`src/rtl/lsu_stage.sv`:
```
// Load/store pipeline stage. Each memory op issues one pipelined Wishbone access, and the
// stage reports misalignment, bus errors and timeouts. Non-memory ops pass through in one cycle.
module lsu_stage #(
    parameter int XLEN    = 32,
    parameter int TIMEOUT = 255
) (
    input  logic              clk,
    input  logic              reset,
    input  logic              i_ce,
    input  logic              i_stall,
    input  logic              i_flush,
    input  logic [XLEN-1:0]   i_pc,
    input  logic [XLEN-1:0]   i_addr,
    input  logic [XLEN-1:0]   i_rs2,
    input  logic              i_is_load,
    input  logic              i_is_store,
    input  logic [2:0]        i_func3,
    input  logic              i_wr_rd,
    input  logic [4:0]        i_rd_addr,
    input  logic [XLEN-1:0]   i_rd_val,
    output logic              o_ce,
    output logic              o_wr_rd,
    output logic [XLEN-1:0]   o_pc,
    output logic [XLEN-1:0]   o_rd_val,
    output logic [4:0]        o_rd_addr,
    output logic              o_stall,
    output logic              o_flush,
    output logic              o_exc,
    output logic [3:0]        o_exc_cause,
    output logic              o_wb_cyc,
    output logic              o_wb_stb,
    output logic              o_wb_we,
    output logic [XLEN/8-1:0] o_wb_sel,
    output logic [XLEN-1:0]   o_wb_addr,
    output logic [XLEN-1:0]   o_wb_wdata,
    input  logic [XLEN-1:0]   i_wb_rdata,
    input  logic              i_wb_ack,
    input  logic              i_wb_stall,
    input  logic              i_wb_err
);
    localparam int NB   = XLEN / 8;
    localparam int OFFW = $clog2(NB);
    localparam logic [15:0] TMO_LAST = 16'(TIMEOUT - 1);

    typedef enum logic [1:0] {IDLE = 2'd0, REQ = 2'd1, WAIT = 2'd2, DONE = 2'd3} state_t;

    state_t          state_r;
    logic [15:0]     tmo_cnt_r;
    logic            flushed_r;
    logic            pend_exc_r;
    logic            pend_wr_rd_r;
    logic [2:0]      func3_r;
    logic            is_store_r;
    logic            wr_rd_r;
    logic [OFFW-1:0] off_r;

    logic            accept_s;
    logic            mem_op_s;
    logic            bad_s;
    logic            timeout_s;
    logic            bus_done_s;
    logic            res_exc_s;
    logic            res_wr_s;
    logic [3:0]      res_cause_s;
    logic [XLEN-1:0] res_val_s;

    function automatic logic [NB-1:0] lane_mask(input logic [1:0] sz, input logic [OFFW-1:0] off);
        logic [NB-1:0] m;
        case (sz)
            2'b00:   m = NB'(8'h01);
            2'b01:   m = NB'(8'h03);
            2'b10:   m = NB'(8'h0F);
            default: m = NB'(8'hFF);
        endcase
        return m << off;
    endfunction

    function automatic logic [XLEN-1:0] store_data(input logic [1:0] sz, input logic [XLEN-1:0] d);
        case (sz)
            2'b00:   return {NB{d[7:0]}};
            2'b01:   return {(XLEN/16){d[15:0]}};
            2'b10:   return {(XLEN/32){d[31:0]}};
            default: return d;
        endcase
    endfunction

    // Shift the addressed lanes down to bit 0, then sign- or zero-extend by access width.
    function automatic logic [XLEN-1:0] load_ext(input logic [2:0] f3, input logic [XLEN-1:0] raw,
                                                 input logic [OFFW-1:0] off);
        logic [XLEN-1:0] d;
        d = raw >> {off, 3'b000};
        case (f3)
            3'b000:  return XLEN'($signed(d[7:0]));
            3'b001:  return XLEN'($signed(d[15:0]));
            3'b010:  return XLEN'($signed(d[31:0]));
            3'b100:  return XLEN'(d[7:0]);
            3'b101:  return XLEN'(d[15:0]);
            3'b110:  return XLEN'(d[31:0]);
            default: return d;
        endcase
    endfunction

    assign accept_s   = (state_r == IDLE) && i_ce && !i_stall && !i_flush;
    assign mem_op_s   = i_is_load || i_is_store;
    assign timeout_s  = (tmo_cnt_r == TMO_LAST);
    assign bus_done_s = i_wb_ack || i_wb_err || timeout_s;
    assign o_stall    = (state_r != IDLE) || (o_ce && i_stall);
    assign o_flush    = i_flush;

    // Alignment and width legality of the incoming access.
    always_comb begin
        bad_s = 1'b0;
        case (i_func3[1:0])
            2'b00:   bad_s = 1'b0;
            2'b01:   bad_s = i_addr[0];
            2'b10:   bad_s = |i_addr[1:0];
            default: bad_s = (XLEN == 32) ? 1'b1 : |i_addr[2:0];
        endcase
    end

    // Completion result. An error beats an ack, and an ack beats a timeout.
    always_comb begin
        res_exc_s   = i_wb_err || (timeout_s && !i_wb_ack);
        res_cause_s = res_exc_s ? (is_store_r ? 4'd7 : 4'd5) : 4'd0;
        res_wr_s    = !res_exc_s && !is_store_r && wr_rd_r;
        res_val_s   = load_ext(func3_r, i_wb_rdata, off_r);
    end

    // Stage control FSM. All result and bus outputs are registered here.
    always_ff @(posedge clk or negedge reset) begin
        if (!reset) begin
            state_r      <= IDLE;
            tmo_cnt_r    <= 16'd0;
            flushed_r    <= 1'b0;
            pend_exc_r   <= 1'b0;
            pend_wr_rd_r <= 1'b0;
            func3_r      <= 3'd0;
            is_store_r   <= 1'b0;
            wr_rd_r      <= 1'b0;
            off_r        <= '0;
            o_ce         <= 1'b0;
            o_wr_rd      <= 1'b0;
            o_pc         <= '0;
            o_rd_val     <= '0;
            o_rd_addr    <= 5'd0;
            o_exc        <= 1'b0;
            o_exc_cause  <= 4'd0;
            o_wb_cyc     <= 1'b0;
            o_wb_stb     <= 1'b0;
            o_wb_we      <= 1'b0;
            o_wb_sel     <= '0;
            o_wb_addr    <= '0;
            o_wb_wdata   <= '0;
        end else begin
            case (state_r)
                IDLE: begin
                    if (accept_s) begin
                        o_pc      <= i_pc;
                        o_rd_addr <= i_rd_addr;
                        tmo_cnt_r <= 16'd0;
                        flushed_r <= 1'b0;
                        if (!mem_op_s) begin
                            o_ce        <= 1'b1;
                            o_wr_rd     <= i_wr_rd;
                            o_rd_val    <= i_rd_val;
                            o_exc       <= 1'b0;
                            o_exc_cause <= 4'd0;
                        end else if (bad_s) begin
                            o_ce        <= 1'b1;
                            o_wr_rd     <= 1'b0;
                            o_rd_val    <= i_addr;
                            o_exc       <= 1'b1;
                            o_exc_cause <= i_is_store ? 4'd6 : 4'd4;
                        end else begin
                            o_ce        <= 1'b0;
                            o_wr_rd     <= 1'b0;
                            o_exc       <= 1'b0;
                            o_exc_cause <= 4'd0;
                            state_r     <= REQ;
                            o_wb_cyc    <= 1'b1;
                            o_wb_stb    <= 1'b1;
                            o_wb_we     <= i_is_store;
                            o_wb_addr   <= {i_addr[XLEN-1:OFFW], {OFFW{1'b0}}};
                            o_wb_sel    <= lane_mask(i_func3[1:0], i_addr[OFFW-1:0]);
                            o_wb_wdata  <= store_data(i_func3[1:0], i_rs2);
                            func3_r     <= i_func3;
                            is_store_r  <= i_is_store;
                            wr_rd_r     <= i_wr_rd;
                            off_r       <= i_addr[OFFW-1:0];
                        end
                    end else if (i_flush || !i_stall) begin
                        o_ce <= 1'b0;
                    end else begin
                        o_ce <= o_ce;
                    end
                end
                REQ, WAIT: begin
                    tmo_cnt_r <= tmo_cnt_r + 16'd1;
                    if (i_flush) begin
                        flushed_r <= 1'b1;
                    end
                    if (bus_done_s) begin
                        o_wb_cyc     <= 1'b0;
                        o_wb_stb     <= 1'b0;
                        o_rd_val     <= res_val_s;
                        o_exc_cause  <= res_cause_s;
                        pend_exc_r   <= res_exc_s;
                        pend_wr_rd_r <= res_wr_s;
                        if (flushed_r || i_flush) begin
                            o_ce        <= 1'b0;
                            o_exc       <= 1'b0;
                            o_wr_rd     <= 1'b0;
                            o_exc_cause <= 4'd0;
                            state_r     <= IDLE;
                        end else if (!i_stall) begin
                            o_ce    <= 1'b1;
                            o_exc   <= res_exc_s;
                            o_wr_rd <= res_wr_s;
                            state_r <= IDLE;
                        end else begin
                            state_r <= DONE;
                        end
                    end else if ((state_r == REQ) && !i_wb_stall) begin
                        o_wb_stb <= 1'b0;
                        state_r  <= WAIT;
                    end else begin
                        state_r <= state_r;
                    end
                end
                DONE: begin
                    if (i_flush) begin
                        o_exc_cause <= 4'd0;
                        state_r     <= IDLE;
                    end else if (!i_stall) begin
                        o_ce    <= 1'b1;
                        o_exc   <= pend_exc_r;
                        o_wr_rd <= pend_wr_rd_r;
                        state_r <= IDLE;
                    end else begin
                        state_r <= DONE;
                    end
                end
                default: state_r <= IDLE;
            endcase
        end
    end
endmodule

```
`config.mk`:
```
export PLATFORM = sky130hd
export DESIGN_NAME = lsu_stage
export DESIGN_NICKNAME = d
export VERILOG_FILES = /design/src/rtl/lsu_stage.sv
export SDC_FILE = /design/constraint.sdc
export NUM_CORES = 1
export LEC_CHECK = 0
export ABC_CLOCK_PERIOD_IN_PS = 2600
export CAP_MARGIN = 25
export CORE_UTILIZATION = 25
export DETAILED_ROUTE_END_ITERATION = 10
export HOLD_SLACK_MARGIN = 0.06
export PLACE_DENSITY = 0.59
export SYNTH_ARGS = -nofsm -noshare
export SYNTH_HDL_FRONTEND = slang
export SYNTH_SLANG_ARGS = --single-unit
```
`constraint.sdc`:
```
create_clock -name clk -period 2.6 [get_ports clk]
set_input_delay 0.52 -clock clk [delete_from_list [all_inputs] [get_ports clk]]
set_output_delay 0.52 -clock clk [all_outputs]
set_load 0.03 [all_outputs]
```
After elaboration in Yosys (flattened, before gate mapping)
Cells that the tools add are included.
{"block": "word_totals", "register_bits": 172, "latch_bits": 0, "ramBits": 0, "romBits": 0, "inputBits": 179, "out_inout_bits": 149, "elab_cells": 156, "n_memories": 0}
{"block": "op_classes", "n_addsub": 1, "mul": 0, "div_mod_pow": 0, "order_cmp": 0, "eq_ne": 21, "n_shift": 2, "n_mux": 70, "n_bitwise": 1, "reduce_logical": 40}
{"cell": "$mux W32", "n": 4}
{"cell": "$pmux W32 S2", "n": 2}
{"cell": "$pmux W32 S4", "n": 1}
{"cell": "$pmux W16 S2", "n": 1}
{"cell": "$shr A32 B5 Y32", "n": 1}
{"cell": "$mux W1", "n": 30}
{"cell": "$mux W4", "n": 7}
{"cell": "$mux W2", "n": 10}
{"cell": "$add A16 B1 Y16 const B", "n": 1}
{"cell": "$eq A16 B8 Y1 const B", "n": 1}
{"cell": "$mux W16", "n": 1}
{"cell": "$ne A2 B2 Y1 const B", "n": 8}
{"cell": "$reduce_and A5 Y1", "n": 3}
{"cell": "$mux W3", "n": 4}
{"cell": "$pmux W1 S3", "n": 4}
{"cell": "$pmux W4 S3", "n": 1}
{"cell": "$reduce_and A4 Y1", "n": 3}
{"cell": "$ne A3 B3 Y1 const B", "n": 3}
{"cell": "$reduce_and A3 Y1", "n": 3}
{"cell": "$logic_and A1 B1 Y1", "n": 8}
{"cell": "$pmux W4 S2", "n": 1}
{"cell": "$logic_or A1 B1 Y1", "n": 7}
{"cell": "$eq A2 B2 Y1 const B", "n": 3}
{"cell": "$eq A3 B3 Y1 const B", "n": 2}
{"cell": "13 further kinds", "n": 26}

Logic depth before layout (Yosys ltp)
{"block": "depth", "depth_word": 10, "ltp_mapped": 11, "depth_no_buf": 7}

Worst setup path after synthesis
Ideal clock, no wire load.
{"block": "synth_path", "path_kind": "input to register", "from": "input i_flush", "to": "register state_r[0]", "setup_ps": 125, "t_arrival_ps": 2188, "t_required_ps": 2475, "path_slack_ps": 287, "cell_stages": 8, "n_path_buf": 3, "cell_sequence": "clkbuf_1 > nor4bb_1 > clkbuf_1 > o211ai_1 > clkbuf_1 > and2_1 > a21oi_1 > mux2_2"}
{"block": "synth_between", "elab_chain_len": 4, "elab_cells_between_ends": 9, "classes_between": "eq/ne (1); mux (4); reduce/logical (4)"}
{"element": "start, declared", "line": "11", "source": "input logic i_flush,"}
{"element": "$logic_or A1 B1 Y1 / $logic_not A1 Y1 (equally long branches)", "line": "209, 103"}
{"element": "$mux W2 / $logic_and A1 B1 Y1 (equally long branches)", "line": "209, 103"}
{"element": "$mux W2 / $ne A2 B2 Y1 (equally long branches)"}
{"element": "$pmux W2 S3 / $reduce_and A4 Y1 (equally long branches)"}
{"element": "end signal, assigned", "line": "227", "source": "state_r <= state_r;"}
{"element": "end, declared", "line": "47", "source": "state_t state_r;"}
Parallel ways exist; a longest one is shown, timed or not.
A chain may end at the register's enable or synchronous reset.

Worst setup path after layout
{"block": "layout_path", "from": "input i_flush", "to": "output o_flush"}
{"element": "end, declared", "line": "27", "source": "output logic o_flush,"}
No word-level cell between the ends.

==> metrics.yaml <==
status: "completed"
finalInstanceArea_mm2: 0.01337
antenna_found_initial: 6
syn_inst: 983
dp_hpwl_um: 23620
setup_violations: 0
placedCellCount: 1738
ctsHoldBuffers: 1
drive_gt1_frac: 0.09834
start_kind: "input port"
fin_crit_sh: 0.9332
cts_sinks: 171
fin_nets: 1495
root_buffer: "clkbuf_16"
internal-power_w: 0.009429
initial_core_util: 0.2564
grt_pass1_wl_um: 48720
yosys-top-cells-area: "dfrtp_1, nand2_1, mux2i_1"
cp.required_ns: 2.08
drt-pass1-iter-count: 4
synthArstFlopShare: 1.000
fin_ws_ns: 0.1737
drt-total-wl_um: 31300
rsz0062_at_grt: "no"
post-cts-setup-buffers: 0
crit_top_cell: "clkdlybuf4s50_1"
syn_area_mm2: 0.008663
period_needed_ns: 2.426
area_delta_synth_final_pct: 54.32
core_mm2: 0.03378
track_usage: 0.1793
io_pins: 328
relSlewSlack: 0.3298
ys_seq_area_frac: 0.4939
maxCapViolations: 0
layout.cells.non_filler: 1772
synth_area_leader_cell: "dfrtp_1"
die_area_mm2: 0.03540
clock.fmax_mhz: 412.2
comb_power_share: 0.547
die_width_um: 188.2
ys_warn_count: 0
skew_ns: 0.01080
place_congestion: 0.8269
cts.path.max_buffers: 2
fill_cells: 3348
hold_violations: 0
crit_arrival_ns: 1.91
cpLargestDelayFamily: "buffers and inverters"
synth_commonest_cells: "nand2_1, dfrtp_1, o21ai_0"
postCtsResizedCells: 0
drtIter0Drc: 312
ys_ff_latch: 171
wl_per_cell_um: 17.66
via_per_inst: 4.630
switchingPower_w: 0.007340
crit_fanout: 10
cts.clk_slew.worst_paths_ns: 0.07
pwr-share-clk: 0.175
path_cells: "clkdlybuf4s50_1, buf_4, clkdlybuf4s50_1"
syn_area_per_cell_um2: 8.813
drv_slew: 0
ir_drop_uv: 594.7
cts_tree: "done"
grt_max_degree: 72
worstMarginPinSlew_ns: 1.002
slowest_stage: "clkdlybuf4s50_1"
clock_latency_ns: 0.45
critPathMaxStageDelay_ns: 0.67
cts_max_level: 4
num_vias: 8204
synth_edf_count: 0
total_power_w: 0.01677
seq_power_share: 0.279
crit_buf_inv: 3
synth_top_area_share: 0.4939
r2r_slack_ns: 0.26
ys.flop_type: "dfrtp_1"
synth_cell_type_count: 56
portBuffers: 324
p_per_area_mw_per_mm2: 1254
die_y_um: 188.2
grt_pass1_vias: 8425
p_leak_nw: 5.920
hold_path_class: "reg -> reg"
rows: 67
post-route-util: 0.3957
place_area_mm2: 0.01270
drtAntennaViolNets: 0
critPathCaptureType: "output port"
cts_buffers: 17
netSwitchingFraction: 0.4377
crit_type: "in -> out"
grt-ovfl-total: 0
place_ws_ns: -0.04524
drc_errors: 0
yosysMostFrequentCell: "nand2_1"
## cells by family after synthesis
family,after synthesis,synth area share
AOI/OAI and AO/OA,199,0.1451
xor gates and xnor gates,7,0.007077
adders and majority gates,6,0.008665
buffers and inverters,79,0.03885
DFF,171,0.4939
muxes,70,0.08622
other,1,0.0004329
and+or+nand+nor,450,0.2197
## worst paths after layout
kind	from	endpoint	depth (start not counted)
setup / recovery	i_flush	o_flush	3
max in group asynchronous	reset	o_pc[5]	3
hold / removal	o_wb_wdata[7]	o_wb_wdata[7]	2
min in group asynchronous	reset	o_wr_rd	2
setup reg to reg	state_r[0]	o_rd_val[16]	8
hold reg to reg	o_wb_wdata[7]	o_wb_wdata[7]	2
## metrics by stage
stage | hold slack (ns) | TNS (ns)
2_1_floorplan | 0.2244 | 0
3_3_place_gp | 0.4572 | -0.01203
3_5_place_dp | 0.4618 | -0.1734
4_1_cts | 0.4797 | 0
5_1_grt | 0.4955 | 0
6_report | 0.4736 | 0
## worst min-delay path, delay by kind of cell, from the launching register on
kind	cells	cell delay (ns)
and+or+nand+nor	2	0.10
DFF	1	0.34
## registers in the layout, summed over array words and instances (netlist names), 3 cells and up
register     flops
o_wb_wdata      32
func3_r          3
o_pc            32
o_rd_addr        5
o_exc_cause      3
o_wb_sel         4
tmo_cnt_r       16
o_wb_addr       30
o_rd_val        32
## power by group through the flow
stage	clock network [W]	logic, W	registers, W
2_1_floorplan	0	0.00330	0.00669
3_3_place_gp	0	0.00917	0.00467
3_5_place_dp	0	0.00924	0.00470
4_1_cts	0.00302	0.00926	0.00468
5_1_grt	0.00311	0.00986	0.00485
6_report	0.00293	0.00917	0.00467
## placed cells by master (no fill, tap or decap), types with 9 or more instances in the layout
| master | instances |
|---|---|
| mux2_2 | 27 |
| a21oi_1 | 57 |
| inv_1 | 11 |
| and2_1 | 18 |
| a211oi_1 | 16 |
| o211ai_1 | 9 |
| nor2_1 | 36 |
| clkdlybuf4s50_1 | 322 |
| buf_4 | 42 |
| a31oi_1 | 10 |
| nand2_1 | 341 |
| clkbuf_16 | 17 |
| dfrtp_1 | 171 |
| nor2b_1 | 10 |
| o31ai_1 | 11 |
| mux2i_1 | 42 |
| o21ai_0 | 64 |
## cell type report
type / instances / area, um2 / area share
Clock buffer: 17 / 425.4 / 0.03182
Clock inverter: 14 / 231.5 / 0.01731
Inverter: 11 / 41.29 / 0.003088
Multi-Input combinational cell: 735 / 4104 / 0.3070
Tap cell: 448 / 560.5 / 0.04193
Antenna cell: 2 / 5.005 / 0.0003744
Sequential cell: 171 / 4279 / 0.3201
Timing Repair Buffer: 374 / 3722 / 0.2784
## routing by layer
metal | part of all wire | global-route usage
met1 | 0.43 | 0.2193
met2 | 0.47 | 0.2924
met3 | 0.087 | 0.06644
met4 | 0.016 | 0.05316
met5 | 0.0013 | 0
No activity file was read; power rests on OpenSTA's default activity.
